==> config.mk <==
export PLATFORM = sky130hd
export DESIGN_NAME = keycode_player_ctrl_flat
export DESIGN_NICKNAME = d
export VERILOG_FILES = /design/src/rtl/keycode_player_ctrl_if.sv /design/src/rtl/keycode_player_ctrl.sv /design/src/flat_wrapper.sv
export SDC_FILE = /design/constraint.sdc
export NUM_CORES = 1
export LEC_CHECK = 0
export ABC_AREA = 1
export CAP_MARGIN = 20
export CORE_MARGIN = 2
export CORE_UTILIZATION = 56
export DETAILED_ROUTE_END_ITERATION = 8
export PLACE_DENSITY_LB_ADDON = 0.3
export REMOVE_ABC_BUFFERS = 1
export SLEW_MARGIN = 20
export SYNTH_ARGS = -nofsm -noshare
export SYNTH_HDL_FRONTEND = slang
export SYNTH_SLANG_ARGS = --single-unit
==> constraint.sdc <==
create_clock -name clk_clk -period 3.1 [get_ports clk_clk]
set_clock_uncertainty 0.1 [all_clocks]
set_input_delay 0.31 -clock clk_clk [delete_from_list [all_inputs] [get_ports clk_clk]]
set_output_delay 0.31 -clock clk_clk [all_outputs]
set_load 0.05 [all_outputs]
==> src/rtl/keycode_player_ctrl_if.sv <==
// Bus bundle between the SoC keycode/VGA side and the player/harpoon
// controller. The master drives keycode, vsync and the collision pulse and
// receives the per-frame sprite state; the slave is the controller.
interface keycode_player_ctrl_if;
    logic [7:0] keycode;
    logic       vsync_n;
    logic       harpoon_hit;
    logic [9:0] player_x;
    logic       harpoon_active;
    logic [9:0] harpoon_x;
    logic [9:0] harpoon_y;
    logic [7:0] shots;

    modport master (
        output keycode, vsync_n, harpoon_hit,
        input  player_x, harpoon_active, harpoon_x, harpoon_y, shots
    );

    modport slave (
        input  keycode, vsync_n, harpoon_hit,
        output player_x, harpoon_active, harpoon_x, harpoon_y, shots
    );
endinterface

==> src/rtl/keycode_player_ctrl.sv <==
// Bubble Trouble player/harpoon controller. Turns the USB keycode into player
// movement and harpoon launches, advancing once per video frame on the
// synchronised falling edge of vsync. Harpoon hits from the collision logic
// end the shot immediately; a short cooldown follows every shot.
module keycode_player_ctrl #(
    parameter int         SCREEN_W        = 640,
    parameter int         PLAYER_W        = 32,
    parameter int         STEP            = 4,
    parameter int         FLOOR_Y         = 440,
    parameter int         HARPOON_SPEED   = 6,
    parameter int         COOLDOWN_FRAMES = 8,
    parameter logic [7:0] KEY_LEFT        = 8'h04,
    parameter logic [7:0] KEY_RIGHT       = 8'h07,
    parameter logic [7:0] KEY_FIRE        = 8'h2C
) (
    input  logic                  clk_clk,
    input  logic                  reset_reset_n,
    keycode_player_ctrl_if.slave  bus
);

    localparam int         CNT_W    = (COOLDOWN_FRAMES > 1) ? $clog2(COOLDOWN_FRAMES) : 1;
    localparam logic [10:0] STEP_W  = 11'(STEP);
    localparam logic [10:0] MAX_X_W = 11'(SCREEN_W - PLAYER_W);
    localparam logic [9:0]  START_X = 10'((SCREEN_W - PLAYER_W) / 2);
    localparam logic [9:0]  HALF_W  = 10'(PLAYER_W / 2);
    localparam logic [9:0]  FLOOR_W = 10'(FLOOR_Y);
    localparam logic [9:0]  SPEED_W = 10'(HARPOON_SPEED);
    localparam logic [CNT_W-1:0] CNT_LAST = CNT_W'(COOLDOWN_FRAMES - 1);

    typedef enum logic [1:0] {
        IDLE     = 2'd0,
        EXTEND   = 2'd1,
        COOLDOWN = 2'd2
    } state_t;

    logic             s1_r, s2_r, s3_r;
    logic             tick_s;
    logic [7:0]       prev_key_r;
    logic             fire_req_r;
    logic             fire_edge_s;
    state_t           state_r;
    logic [CNT_W-1:0] cnt_r;
    logic [9:0]       player_x_r;
    logic             harpoon_active_r;
    logic [9:0]       harpoon_x_r;
    logic [9:0]       harpoon_y_r;
    logic [7:0]       shots_r;
    logic [10:0]      px_ext_s;
    logic [10:0]      px_sum_s;
    logic [9:0]       next_x_s;

    // One-cycle frame tick from the falling edge of the synchronised vsync.
    assign tick_s      = s3_r & ~s2_r;
    assign fire_edge_s = (bus.keycode == KEY_FIRE) && (prev_key_r != KEY_FIRE);

    // Synchronise vsync and latch a fresh space press until the next tick.
    always_ff @(posedge clk_clk or negedge reset_reset_n) begin
        if (!reset_reset_n) begin
            s1_r       <= 1'b1;
            s2_r       <= 1'b1;
            s3_r       <= 1'b1;
            prev_key_r <= 8'h00;
            fire_req_r <= 1'b0;
        end else begin
            s1_r       <= bus.vsync_n;
            s2_r       <= s1_r;
            s3_r       <= s2_r;
            prev_key_r <= bus.keycode;
            if (tick_s) begin
                fire_req_r <= 1'b0;
            end else if (fire_edge_s) begin
                fire_req_r <= 1'b1;
            end
        end
    end

    // Candidate player position for this frame, saturating at both walls.
    always_comb begin
        px_ext_s = {1'b0, player_x_r};
        px_sum_s = px_ext_s + STEP_W;
        next_x_s = player_x_r;
        case (bus.keycode)
            KEY_LEFT: begin
                if (px_ext_s < STEP_W) begin
                    next_x_s = 10'd0;
                end else begin
                    next_x_s = player_x_r - STEP_W[9:0];
                end
            end
            KEY_RIGHT: begin
                if (px_sum_s > MAX_X_W) begin
                    next_x_s = MAX_X_W[9:0];
                end else begin
                    next_x_s = px_sum_s[9:0];
                end
            end
            default: begin
                next_x_s = player_x_r;
            end
        endcase
    end

    // Player movement applies on every tick regardless of harpoon state.
    always_ff @(posedge clk_clk or negedge reset_reset_n) begin
        if (!reset_reset_n) begin
            player_x_r <= START_X;
        end else if (tick_s) begin
            player_x_r <= next_x_s;
        end
    end

    // Harpoon state machine: launch, climb, early stop on hit, cooldown.
    always_ff @(posedge clk_clk or negedge reset_reset_n) begin
        if (!reset_reset_n) begin
            state_r          <= IDLE;
            cnt_r            <= '0;
            harpoon_active_r <= 1'b0;
            harpoon_x_r      <= 10'd0;
            harpoon_y_r      <= FLOOR_W;
            shots_r          <= 8'd0;
        end else begin
            case (state_r)
                IDLE: begin
                    if (tick_s && fire_req_r) begin
                        state_r          <= EXTEND;
                        harpoon_active_r <= 1'b1;
                        harpoon_x_r      <= player_x_r + HALF_W;
                        harpoon_y_r      <= FLOOR_W;
                        shots_r          <= shots_r + 8'd1;
                    end
                end
                EXTEND: begin
                    if (bus.harpoon_hit) begin
                        // A hit wins over a coincident tick; the tip stays put.
                        state_r          <= COOLDOWN;
                        harpoon_active_r <= 1'b0;
                        cnt_r            <= '0;
                    end else if (tick_s) begin
                        if (harpoon_y_r <= SPEED_W) begin
                            state_r          <= COOLDOWN;
                            harpoon_active_r <= 1'b0;
                            harpoon_y_r      <= 10'd0;
                            cnt_r            <= '0;
                        end else begin
                            harpoon_y_r <= harpoon_y_r - SPEED_W;
                        end
                    end
                end
                COOLDOWN: begin
                    if (tick_s) begin
                        if (cnt_r == CNT_LAST) begin
                            state_r     <= IDLE;
                            harpoon_y_r <= FLOOR_W;
                            cnt_r       <= '0;
                        end else begin
                            cnt_r <= cnt_r + CNT_W'(1);
                        end
                    end
                end
                default: begin
                    state_r          <= IDLE;
                    harpoon_active_r <= 1'b0;
                    harpoon_y_r      <= FLOOR_W;
                    cnt_r            <= '0;
                end
            endcase
        end
    end

    assign bus.player_x       = player_x_r;
    assign bus.harpoon_active = harpoon_active_r;
    assign bus.harpoon_x      = harpoon_x_r;
    assign bus.harpoon_y      = harpoon_y_r;
    assign bus.shots          = shots_r;

endmodule

==> src/flat_wrapper.sv <==
// flat-port wrapper written by rule: the top's interface ports become plain ports
module keycode_player_ctrl_flat 
#(
    parameter int         SCREEN_W        = 640,
    parameter int         PLAYER_W        = 32,
    parameter int         STEP            = 4,
    parameter int         FLOOR_Y         = 440,
    parameter int         HARPOON_SPEED   = 6,
    parameter int         COOLDOWN_FRAMES = 8,
    parameter logic [7:0] KEY_LEFT        = 8'h04,
    parameter logic [7:0] KEY_RIGHT       = 8'h07,
    parameter logic [7:0] KEY_FIRE        = 8'h2C
)
  (clk_clk, reset_reset_n, bus_keycode, bus_vsync_n, bus_harpoon_hit, bus_player_x, bus_harpoon_active, bus_harpoon_x, bus_harpoon_y, bus_shots);
  keycode_player_ctrl_if bus_i ();
  input  logic clk_clk;
  input  logic reset_reset_n;
  input wire logic [$bits(bus_i.keycode)-1:0] bus_keycode;
  input wire logic [$bits(bus_i.vsync_n)-1:0] bus_vsync_n;
  input wire logic [$bits(bus_i.harpoon_hit)-1:0] bus_harpoon_hit;
  output wire logic [$bits(bus_i.player_x)-1:0] bus_player_x;
  output wire logic [$bits(bus_i.harpoon_active)-1:0] bus_harpoon_active;
  output wire logic [$bits(bus_i.harpoon_x)-1:0] bus_harpoon_x;
  output wire logic [$bits(bus_i.harpoon_y)-1:0] bus_harpoon_y;
  output wire logic [$bits(bus_i.shots)-1:0] bus_shots;
  assign bus_i.keycode = bus_keycode;
  assign bus_i.vsync_n = bus_vsync_n;
  assign bus_i.harpoon_hit = bus_harpoon_hit;
  assign bus_player_x = bus_i.player_x;
  assign bus_harpoon_active = bus_i.harpoon_active;
  assign bus_harpoon_x = bus_i.harpoon_x;
  assign bus_harpoon_y = bus_i.harpoon_y;
  assign bus_shots = bus_i.shots;
  keycode_player_ctrl #(.SCREEN_W(SCREEN_W), .PLAYER_W(PLAYER_W), .STEP(STEP), .FLOOR_Y(FLOOR_Y), .HARPOON_SPEED(HARPOON_SPEED), .COOLDOWN_FRAMES(COOLDOWN_FRAMES), .KEY_LEFT(KEY_LEFT), .KEY_RIGHT(KEY_RIGHT), .KEY_FIRE(KEY_FIRE)) u_core (.clk_clk(clk_clk), .reset_reset_n(reset_reset_n), .bus(bus_i));
endmodule
Yosys cells after proc, flatten, opt, wreduce, memory -nomap -nowiden
Index checks and enable logic that the tools add are counted.

operators by class
  bitwise logic cells = 4
  add/subtract/negate cells = 6
  muxes and demuxes = 30
  reduce and logical (&&, ||, !) cells = 11
  eq/ne operators = 14
  order comparisons = 3

operator list
  kind                     count
  $mux W10                 8
  $pmux W10 S3             1
  $pmux W10 S2             1
  $sub A10 B3 Y10 const B  2
  $eq A8 B3 Y1 const B     2
  $mux W3                  5
  $mux W2                  6
  $add A10 B3 Y11 const B  1
  $gt A11 B10 Y1 const B   1
  $add A10 B5 Y10 const B  1
  $le A10 B3 Y1 const B    1
  $lt A10 B3 Y1 const B    1
  $reduce_and A5 Y1        2
  $pmux W3 S3              1
  $add A8 B1 Y8 const B    1
  $eq A8 B6 Y1 const B     1
  $ne A2 B1 Y1 const B     4
  $ne A8 B6 Y1 const B     1
  $reduce_and A4 Y1        2
  $mux W1                  6
  $ne A3 B2 Y1 const B     2
  $pmux W2 S3              1
  $reduce_and A2 Y1        2
  $reduce_bool A2 Y1       2
  other kinds (10)         13

storage, ports and cells
  word-level logic and storage cells = 80
  register bits = 56
  input bits = 12
  output and inout port bits = 39

Logic depth before layout (Yosys ltp)
Gate-level depths: netlist of run 1.

  word-level depth = 5
  gate-level depth with buffers = 11
  gate-level depth less buffers = 10

Least setup slack after synthesis of run 1
No wires, ideal clock.

  path kind = register -> register
  start = register u_core.player_x_r[5] (netlist: u_core.bus.player_x[5])
  end = register u_core.player_x_r[9] (netlist: u_core.bus.player_x[9])
  library setup time = 87 ps
  cell stages (with the launch flop) = 11
  buffers on the path = 1
  data required time = 2,913 ps
  clock period less this slack = 1,951 ps
  path slack = 1,149 ps
  arrival time = 1,764 ps
  cells stage by stage = dfstp_2 > buf_2 > inv_1 > ha_1 > nand2_1 > inv_1 > nand4_1 > nand2_1 > inv_1 > nand3_1 > a22oi_1

on the way
  longest elaborated chain between the ends = 4
  elaborated cells between the ends (all ways) = 7
  those cells by class = add/sub: 2; order compare: 2; mux: 3

RTL lines
  element                 RTL line                    text
  from (decl)             keycode_player_ctrl.sv:43   logic [9:0] player_x_r;
  from (signal assigned)  keycode_player_ctrl.sv:108  player_x_r <= next_x_s;
  $add A10 B3 Y11         keycode_player_ctrl.sv:80   px_sum_s = px_ext_s + STEP_W;
  $gt A11 B10 Y1          keycode_player_ctrl.sv:91   if (px_sum_s > MAX_X_W) begin
  $mux W10                keycode_player_ctrl.sv:91
  $pmux W10 S2 (*)        keycode_player_ctrl.sv:82   case (bus.keycode)

Every way passes the cells marked *; elsewhere a longest branch is shown, timed or not.
A chain may end at the register's enable or synchronous reset.

Final worst setup path of run 1
  start = register u_core.player_x_r[4] (netlist: u_core.bus.player_x[4])
  end = output port bus_player_x[4]

RTL lines
  element    RTL line            text
  to (decl)  flat_wrapper.sv:21  output wire logic [$bits(bus_i.player_x)-1:0] bus_player_x;

No word-level cell between the ends.

==> impl_metrics.env, run 1 <==
export IMPL_outcome="finished clean"
export IMPL_drive_gt1_share_pct=10.3
export IMPL_hpwl_mm=4.41
export IMPL_path_buf_inv=1
export IMPL_syn_area_per_cell_um2=8.20
export IMPL_tightest_slew_ns=0.582
export IMPL_coreArea_um2=4790
export IMPL_combPwrFrac_pct=32.8
export IMPL_setup_viol=0
export IMPL_finalMaxSlewViolations=0
export IMPL_clkLatencyLatePin_ns=0.31
export IMPL_cts_setup_buffers=0
export IMPL_synth_top_cells_by_count="66 x nand2_1, 40 x dfrtp_1, 39 x inv_1, 34 x nor2_1, 25 x nand3_1"
export IMPL_syn_to_final_growth_pct=20.7
export IMPL_fmax_ghz=0.447
export IMPL_cts_tree="done"
export IMPL_power_density_nw_per_um2=547
export IMPL_grt_first_pass_wirelength_mm=9.99
export IMPL_grt_pass1_vias=2304
export IMPL_synth_top_area_share_pct=35.8
export IMPL_cts_num_sinks=51
export IMPL_async_reset_ff_share_pct=100
export IMPL_finalHoldViolCount=0
export IMPL_yosysUniqueCellTypes=33
export IMPL_start_kind="flip-flop"
export IMPL_gp_congestion=0.953
export IMPL_required_ns=2.69
export IMPL_grt_overflow=0
export IMPL_fin_cells=457
export IMPL_cts_htree_levels=2
export IMPL_p_leak_nw=1.58
export IMPL_crit_arrival_ns=1.83
export IMPL_synth_area_leaders="dfrtp_1 36%, dfstp_2 10%, nand2_1 8.9%, inv_1 5.2%, nor2_1 4.6%"
export IMPL_rsz0062_at_grt="no"
export IMPL_hold_ws_ns=0.267
export IMPL_dieArea_um2=5580
export IMPL_wl_mm=5.83
export IMPL_path_cells="clkdlybuf4s50_1"
export IMPL_cp_max_fo=10
export IMPL_crit_slowest_cell="clkdlybuf4s50_1"
export IMPL_vias_per_cell=5.29
export IMPL_drtPass1Iterations=4
export IMPL_ys_seq_elements=51
export IMPL_p_int_mw=1.12
export IMPL_grt_start_max_net_pins=49
export IMPL_crit_path_end_kind="output pin"
export IMPL_vias=2417
export IMPL_crit_type="reg2out"
export IMPL_syn_area_um2=2800
export IMPL_synth_top_area_cell="dfrtp_1"
export IMPL_die_h_um=74.7
export IMPL_initial_core_util_pct=58.5
export IMPL_ys_seq_area_share_pct=46.1
export IMPL_synth_flop_cell="dfrtp_1"
export IMPL_grt_antenna_before_repair=0
export IMPL_portBuffers=45
export IMPL_die_x_um=74.7
export IMPL_syn_inst=341
export IMPL_fillers=387
export IMPL_numCtsBuffers=5
export IMPL_num_rows=25
export IMPL_relSlewSlack_pct=61.2
export IMPL_grt_use_total_pct=23.2
export IMPL_antenna_cells=0
export IMPL_switchingPower_mw=0.726
export IMPL_post_drt_wl_per_cell_um=12.8
export IMPL_synth_edf_count=0
export IMPL_path_clk_slew_ns=0.10
export IMPL_fin_crit_ns=2.24
export IMPL_drc=0
export IMPL_tns_ns=0
export IMPL_yosysMostFrequentCell="nand2_1"
export IMPL_cts_buffer_depth=2
export IMPL_postRouteAntennaNets=0
export IMPL_placed_cells=448
export IMPL_post_route_period_util_pct=72.2
export IMPL_p_clk_share_pct=21.6
export IMPL_nNetsFinal=410
export IMPL_p_seq_share_pct=45.6
export IMPL_ys_warn_count=0
export IMPL_cts_resized=0
export IMPL_critPathTopFamily="buffers and inverters"
export IMPL_io_pins=51
export IMPL_hp_class="reg2reg"
export IMPL_peakVddDrop_mv=0.308
export IMPL_root_buffer="clkbuf_8"
export IMPL_drtIter0Drc=158
export IMPL_power_switching_share_pct=39.3
export IMPL_cp_slowest_stage_delay_ns=0.85
export IMPL_drv_cap=0
==> final timing paths <==
check / startpoint / cells past startpoint / endpoint / slack [ns]
max in group asynchronous: reset_reset_n / 3 / u_core.bus.harpoon_y[5]$_DFFE_PN1P_ / 1.88
min in group asynchronous: reset_reset_n / 2 / u_core.prev_key_r[5]$_DFF_PN0_ / 0.44
worst min-delay path: u_core.s1_r$_DFF_PN1_ / 0 / u_core.s2_r$_DFF_PN1_ / 0.27
worst max-delay path: u_core.bus.player_x[4]$_DFFE_PN1P_ / 1 / bus_player_x[4] / 0.86
worst max register to register: u_core.bus.player_x[4]$_DFFE_PN1P_ / 9 / u_core.bus.player_x[9]$_DFFE_PN0P_ / 1.07
worst min register to register: u_core.s1_r$_DFF_PN1_ / 0 / u_core.s2_r$_DFF_PN1_ / 0.27
==> layer usage <==
layer | GRT usage [%] | up-vias | routed length [um]
li1 | - | 1197 | -
met1 | 28.8 | 1144 | 2510
met2 | 40.0 | 66 | 2940
met3 | 4.69 | 10 | 292
met4 | 8.53 | 0 | 87
met5 | 0 | - | 0
==> placed cells by master, fill, tap and decap left out, types with 3 or more instances in the layout <==
cell type,n
o21ai_2,4
dfrtp_1,40
nor3_1,10
ha_1,9
nor2_1,34
a22oi_1,6
nor2_2,4
a21oi_1,24
nand2_1,66
xnor2_1,6
buf_4,3
nand4_1,7
clkdlybuf4s50_1,44
xor2_1,9
o21ai_0,19
nand3_1,25
inv_2,3
inv_1,39
dfstp_2,11
conb_1,5
clkbuf_8,5
==> flip-flops by register name, indices dropped and copies added, names as in the netlist <==
signal,flops
u_core.bus.harpoon_active,1
u_core.bus.harpoon_x,8
u_core.bus.harpoon_y,9
u_core.bus.player_x,8
u_core.bus.shots,8
u_core.cnt_r,3
u_core.fire_req_r,1
u_core.prev_key_r,8
u_core.s1_r,1
u_core.s2_r,1
u_core.s3_r,1
u_core.state_r,2
==> cell type report <==
type | count | area (um2) | share of cell area (%)
multi-input combinational | 241 | 1280 | 37.9
timing repair buffer | 48 | 473 | 14.0
clock buffer | 5 | 68.8 | 2.04
tap | 67 | 83.8 | 2.48
clock inverter | 3 | 22.5 | 0.667
sequential | 51 | 1290 | 38.2
inverter | 42 | 158 | 4.67
==> repair_timing <==
action | 4_1_cts | 5_1_grt
setup endpoints to repair | 0 | 0
hold buffers | 0 | 1
endpoints found under the hold margin | 0 | 40
==> metrics by stage <==
step | utilization, % | setup WS (ns) | cell area, um2 | total power [mW]
2_1_floorplan | - | 1.11 | 2730 | 1.25
3_3_place_gp | 68.4 | 1.07 | 3270 | 1.44
3_5_place_dp | 68.4 | 0.965 | 3270 | 1.46
4_1_cts | 70.3 | 0.864 | 3360 | 1.85
5_1_grt | 70.6 | 0.823 | 3380 | 1.95
6_report | 70.6 | 0.862 | 3380 | 1.85
==> power by group through the flow <==
stage          clock, mW  sequential, mW  combinational (mW)
2_1_floorplan          0            1.05               0.200
3_3_place_gp           0           0.851               0.593
3_5_place_dp           0           0.855               0.606
4_1_cts            0.402           0.843               0.607
5_1_grt            0.429           0.860               0.656
6_report           0.399           0.843               0.605
==> cells by family (layout without fill, tap and decap cells) <==
| family | count (synthesis) | in the layout | synth area share, % |
|---|---|---|---|
| AOI/OAI and AO/OA | 56 | 56 | 11.3 |
| xor gates and xnor gates | 15 | 15 | 4.70 |
| other | 1 | 5 | 0.134 |
| and+or+nand+nor | 156 | 156 | 25.1 |
| buffers and inverters | 53 | 98 | 8.63 |
| DFF | 51 | 51 | 46.1 |
| adders and majority gates | 9 | 9 | 4.03 |
No activity file was read; power rests on OpenSTA's default activity.
==> run 2: changes to the inputs <==
--- a/config.mk
+++ b/config.mk
@@ -8,7 +8,7 @@
 export ABC_AREA = 1
 export CAP_MARGIN = 20
 export CORE_MARGIN = 2
-export CORE_UTILIZATION = 56
+export CORE_UTILIZATION = 52
 export DETAILED_ROUTE_END_ITERATION = 8
 export PLACE_DENSITY_LB_ADDON = 0.3
 export REMOVE_ABC_BUFFERS = 1
==> constraint.sdc (replaced) <==
create_clock -name clk_clk -period 2.2 [get_ports clk_clk]
set_clock_uncertainty 0.1 [all_clocks]
set_input_delay 0.22 -clock clk_clk [delete_from_list [all_inputs] [get_ports clk_clk]]
set_output_delay 0.22 -clock clk_clk [all_outputs]
set_load 0.05 [all_outputs]
==> run 2 against run 1 <==
  * Worst hold slack got worse by 0.054 ns
  * Final area rose by 1.5%
  * Clock power rose by 66%
  * Utilization fell by 3.9 points
  * Via count rose by 1.7%
  * Critical path depth did not move
  * Largest cell class unchanged
==> impl_metrics.env, run 2 (synthesis gave the netlist of run 1 again) <==
export IMPL_outcome="finished clean"
export IMPL_fin_ws_ns=0.0948
export IMPL_tns_ns=0
export IMPL_drtPass1Iterations=4
export IMPL_final_cell_mix="66 x nand2_1, 42 x clkdlybuf4s50_1, 40 x dfrtp_1, 39 x inv_1, 34 x nor2_1"
export IMPL_r2r_start="u_core.bus.player_x[4]$_DFFE_PN1P_"
export IMPL_cts_htree_levels=2
export IMPL_peakVddDrop_mv=0.544
export IMPL_drive_gt1_share_pct=10.7
export IMPL_root_buffer="clkbuf_8"
export IMPL_portBuffers=45
export IMPL_crit_type="reg2out"
export IMPL_fmax_ghz=0.475
export IMPL_path_clk_slew_ns=0.09
export IMPL_dpl_cell_area_um2=3300
export IMPL_vias=2457
export IMPL_die_h_um=77.4
export IMPL_cts_num_sinks=51
export IMPL_clkLatencyLatePin_ns=0.31
export IMPL_cp_max_fo=11
export IMPL_cp_slowest_stage_delay_ns=0.88
export IMPL_hpwl_mm=4.58
export IMPL_setup_viol=0
export IMPL_ff2ff_path_depth=10
export IMPL_syn_to_final_growth_pct=22.5
export IMPL_postRouteAntennaNets=0
export IMPL_crit_start="u_core.bus.player_x[6]$_DFFE_PN0P_"
export IMPL_grt_overflow=0
export IMPL_hp_class="in2reg"
export IMPL_crit_cells=1
export IMPL_path_cells="clkdlybuf4s50_1"
export IMPL_numCtsBuffers=5
export IMPL_start_kind="flip-flop"
export IMPL_r2r_setup_slack_ns=0.25
export IMPL_tightest_slew_ns=0.536
export IMPL_critPathTopFamily="buffers and inverters"
export IMPL_worstSetupEndpoint="bus_player_x[6]"
export IMPL_num_rows=26
export IMPL_mostFrequentLayoutCell="nand2_1"
export IMPL_io_pins=51
export IMPL_hold_ws_ns=0.213
export IMPL_post_route_util_pct=66.7
export IMPL_power_density_nw_per_um2=791
export IMPL_wl_mm=6.06
export IMPL_p_leak_nw=1.62
export IMPL_grt_pass1_vias=2370
export IMPL_nNetsFinal=412
export IMPL_grt_antenna_before_repair=0
export IMPL_required_ns=1.88
export IMPL_largest_reg_flops=9
export IMPL_crit_path_end_kind="output pin"
export IMPL_final_area_um2=3430
export IMPL_r2r_end="u_core.bus.player_x[2]$_DFFE_PN0P_"
export IMPL_fin_crit_ns=2.11
export IMPL_antenna_cells=0
export IMPL_cts_tree="done"
export IMPL_grt_use_total_pct=21.8
export IMPL_grt_start_max_net_pins=29
export IMPL_cts_buffer_depth=2
export IMPL_die_x_um=77.4
export IMPL_post_drt_wl_per_cell_um=13.1
export IMPL_drv_cap=0
export IMPL_dieArea_um2=5980
export IMPL_finalHoldViolCount=0
export IMPL_grt_first_pass_wirelength_mm=10.5
export IMPL_drc=0
export IMPL_crit_arrival_ns=1.79
export IMPL_relSlewSlack_pct=64.3
export IMPL_drtIter0Drc=126
export IMPL_finalMaxSlewViolations=0
export IMPL_post_route_period_util_pct=95.7
export IMPL_preCtsSetupSlack_ns=0.174
export IMPL_rsz0062_at_grt="no"
export IMPL_vias_per_cell=5.32
export IMPL_gp_congestion=0.960
export IMPL_initial_core_util_pct=54.4
export IMPL_coreArea_um2=5140
export IMPL_crit_slowest_cell="clkdlybuf4s50_1"
export IMPL_path_buf_inv=1
run 2: per-layer routing:
layer | global-route usage (%) | up-vias | part of all wire (%)
met2 | 38.8 | 84 | 50
met3 | 4.07 | 10 | 5.4
met5 | 0 | - | 0
li1 | - | 1200 | -
met4 | 7.86 | 0 | 1.7
met1 | 26.3 | 1163 | 43
run 2: through the flow:
| step | power (mW) | instances |
|---|---|---|
| 3_5_place_dp | 2.07 | 453 |
| 4_1_cts | 2.74 | 462 |
| 6_report | 2.71 | 462 |
| 2_1_floorplan | 1.76 | 334 |
| 5_1_grt | 2.86 | 462 |
| 3_3_place_gp | 2.05 | 453 |
run 2: final cells by class:
type	instances	area (um2)
repair buffers	50	499
fillers	449	1710
flip-flops and latches	51	1290
clock buffers	5	68.8
well taps	70	87.6
multi-input cells	241	1280
inverters	42	158
clock inverters	3	43.8
run 2: power breakdown:
| part | leakage (nW) | total [mW] | internal (mW) | switching [mW] |
|---|---|---|---|---|
| combinational | 0.930 | 0.865 | 0.283 | 0.582 |
| sequential | 0.632 | 1.19 | 1.07 | 0.114 |
| clock | 0.0581 | 0.663 | 0.339 | 0.324 |
| total | 1.62 | 2.71 | 1.69 | 1.02 |
run 2: worst min path at each step:
stage                       start                               endpoint  depth (start not counted)
floorplan           reset_reset_n  u_core.bus.harpoon_active$_DFFE_PN0P_                          0
global placement    reset_reset_n    u_core.bus.harpoon_y[6]$_DFFE_PN0P_                          1
detailed placement  reset_reset_n        u_core.bus.shots[7]$_DFFE_PN0P_                          1
CTS                   bus_vsync_n                  u_core.s1_r$_DFF_PN1_                          1
global route          bus_vsync_n                  u_core.s1_r$_DFF_PN1_                          1
finish                bus_vsync_n                  u_core.s1_r$_DFF_PN1_                          1
run 2: what timing repair did:
item / in CTS / in global routing
hold endpoints to repair: 19 / 0
gates resized for setup: 1 / 1
buffers inserted: 0 / 0
hold buffers: 1 / 0
endpoints found under the setup margin: 1 / 1
==> run 3: changes to the inputs <==
--- a/config.mk
+++ b/config.mk
@@ -7,8 +7,8 @@
 export LEC_CHECK = 0
 export ABC_AREA = 1
 export CAP_MARGIN = 20
-export CORE_MARGIN = 2
 export CORE_UTILIZATION = 52
+export CTS_BUF_LIST = sky130_fd_sc_hd__clkbuf_16
 export DETAILED_ROUTE_END_ITERATION = 8
 export PLACE_DENSITY_LB_ADDON = 0.3
 export REMOVE_ABC_BUFFERS = 1
==> run 3 against run 2 <==
  * Wire length is 4.2% lower
  * Largest cell class unchanged
  * Count of clock-buffer cells in the layout stayed put
  * Final area rose by 0.62%
  * Utilization is 0.41 points higher
  * Power rose by 3.2%
  * Die area decreased by 5.1%
  * Sequential power barely moved
  * First-iteration DRC count is 17% lower
  * Critical path depth stayed put
==> impl_metrics.env, run 3 (synthesis gave the netlist of run 1 again) <==
export IMPL_outcome="finished clean"
export IMPL_finalHoldViolCount=0
export IMPL_p_int_mw=1.77
export IMPL_r2r_end="u_core.bus.player_x[2]$_DFFE_PN0P_"
export IMPL_crit_start="u_core.bus.player_x[4]$_DFFE_PN1P_"
export IMPL_worstSetupEndpoint="bus_player_x[4]"
export IMPL_post_route_period_util_pct=95.4
export IMPL_vias=2436
export IMPL_drv_cap=0
export IMPL_cts_setup_buffers=0
export IMPL_num_rows=26
export IMPL_worstHoldPathCells=1
export IMPL_p_leak_nw=1.62
export IMPL_required_ns=1.88
export IMPL_nNetsFinal=412
export IMPL_tns_ns=0
export IMPL_mostFrequentLayoutCell="nand2_1"
export IMPL_drc=0
export IMPL_grt_first_pass_wirelength_mm=9.45
export IMPL_r2r_start="u_core.bus.player_x[4]$_DFFE_PN1P_"
export IMPL_hpwl_mm=4.33
export IMPL_coreArea_um2=5140
export IMPL_crit_arrival_ns=1.78
export IMPL_postRouteAntennaNets=0
export IMPL_grt_use_total_pct=22.2
export IMPL_fillers=462
export IMPL_cts_tree="done"
export IMPL_drtPass1Iterations=5
export IMPL_switchingPower_mw=1.03
export IMPL_root_buffer="clkbuf_16"
export IMPL_r2r_setup_slack_ns=0.24
export IMPL_setup_viol=0
export IMPL_clkLatencyLatePin_ns=0.29
export IMPL_antenna_cells=0
export IMPL_worstHoldStart="bus_vsync_n"
export IMPL_crit_type="reg2out"
export IMPL_combPwrFrac_pct=30.3
export IMPL_relSlewSlack_pct=66.7
export IMPL_fin_crit_ns=2.10
export IMPL_largest_reg_flops=9
export IMPL_cts_htree_levels=2
export IMPL_cts_num_sinks=51
export IMPL_critPathTopFamily="buffers and inverters"
export IMPL_peakVddDrop_mv=0.502
export IMPL_wl_mm=5.80
export IMPL_crit_cells=1
export IMPL_die_h_um=75.4
export IMPL_gp_congestion=0.952
export IMPL_tightest_slew_ns=0.497
export IMPL_grt_pass1_vias=2226
export IMPL_path_clk_slew_ns=0.07
export IMPL_portBuffers=45
export IMPL_crit_path_end_kind="output pin"
export IMPL_die_x_um=75.4
export IMPL_grt_antenna_before_repair=0
export IMPL_numCtsBuffers=5
export IMPL_p_clk_share_pct=27.2
export IMPL_p_seq_share_pct=42.5
export IMPL_fmax_ghz=0.477
export IMPL_drtIter0Drc=104
export IMPL_ff2ff_path_depth=10
export IMPL_grt_start_max_net_pins=26
export IMPL_cp_max_fo=10
export IMPL_initial_core_util_pct=54.4
export IMPL_syn_to_final_growth_pct=23.3
export IMPL_post_drt_wl_per_cell_um=12.6
export IMPL_path_cells="clkdlybuf4s50_1"
export IMPL_crit_slowest_cell="clkdlybuf4s50_1"
export IMPL_io_pins=51
export IMPL_start_kind="flip-flop"
export IMPL_final_cell_mix="66 x nand2_1, 43 x clkdlybuf4s50_1, 40 x dfrtp_1, 39 x inv_1, 34 x nor2_1"
export IMPL_power_density_nw_per_um2=812
export IMPL_final_area_um2=3450
export IMPL_path_buf_inv=1
export IMPL_cp_slowest_stage_delay_ns=0.84
export IMPL_hp_class="in2reg"
export IMPL_drive_gt1_share_pct=10.5
export IMPL_rsz0062_at_grt="no"
export IMPL_grt_overflow=0
export IMPL_vias_per_cell=5.27
export IMPL_dieArea_um2=5680
export IMPL_cts_buffer_depth=2
export IMPL_dpl_cell_area_um2=3290
export IMPL_power_switching_share_pct=36.7
export IMPL_finalMaxSlewViolations=0
-- run 3: layout make-up --
class	instances	area [um2]	area share (%)
tap	70	87.6	2.54
timing repair buffer	50	488	14.1
multi-input combinational	241	1280	37.1
clock inverter	3	20.0	0.580
inverter	42	158	4.57
sequential	51	1290	37.4
clock buffer	5	125	3.63
-- run 3: what timing repair did --
item / 4_1_cts / 5_1_grt
hold endpoints to repair: 42 / 0
hold buffers: 1 / 0
gates resized for setup: 0 / 1
setup endpoints to repair: 0 / 1
-- run 3: power groups by stage --
stage                     clock network, mW  registers [mW]  logic, mW
after floorplan                           0            1.48      0.282
after global placement                    0            1.20      0.836
after detailed placement                  0            1.20      0.851
after CTS                             0.780            1.19      0.857
after global routing                  0.813            1.21      0.925
final                                 0.760            1.19      0.850
-- run 3: metal layers --
metal	wire, um	up-vias	global-route usage (%)
met1	2570	1130	26.7
met5	0	-	0
met2	2810	84	39.2
li1	-	1208	-
met4	142	0	9.67
met3	286	14	3.70
-- run 3: stage by stage --
stage | total power, mW | hold slack, ns | util [%] | setup slack [ns] | std cells
2_1_floorplan | 1.76 | -0.176 | - | 0.212 | 334
4_1_cts | 2.83 | 0.239 | 67.1 | 0.0245 | 462
6_report | 2.80 | 0.242 | 67.1 | 0.102 | 462
3_5_place_dp | 2.06 | 0.0948 | 64.0 | 0.211 | 453
3_3_place_gp | 2.04 | 0.0936 | 64.0 | 0.237 | 453
5_1_grt | 2.94 | 0.239 | 67.1 | 0.0786 | 462
-- run 3: how the worst min path moves through the flow --
| stage | end | slack [ns] |
|---|---|---|
| 2_1_floorplan | u_core.bus.harpoon_active$_DFFE_PN0P_ | -0.18 |
| 3_3_place_gp | u_core.bus.harpoon_y[4]$_DFFE_PN1P_ | 0.09 |
| 3_5_place_dp | u_core.bus.harpoon_y[4]$_DFFE_PN1P_ | 0.09 |
| 4_1_cts | u_core.s1_r$_DFF_PN1_ | 0.24 |
| 5_1_grt | u_core.s1_r$_DFF_PN1_ | 0.24 |
| 6_report | u_core.s1_r$_DFF_PN1_ | 0.24 |
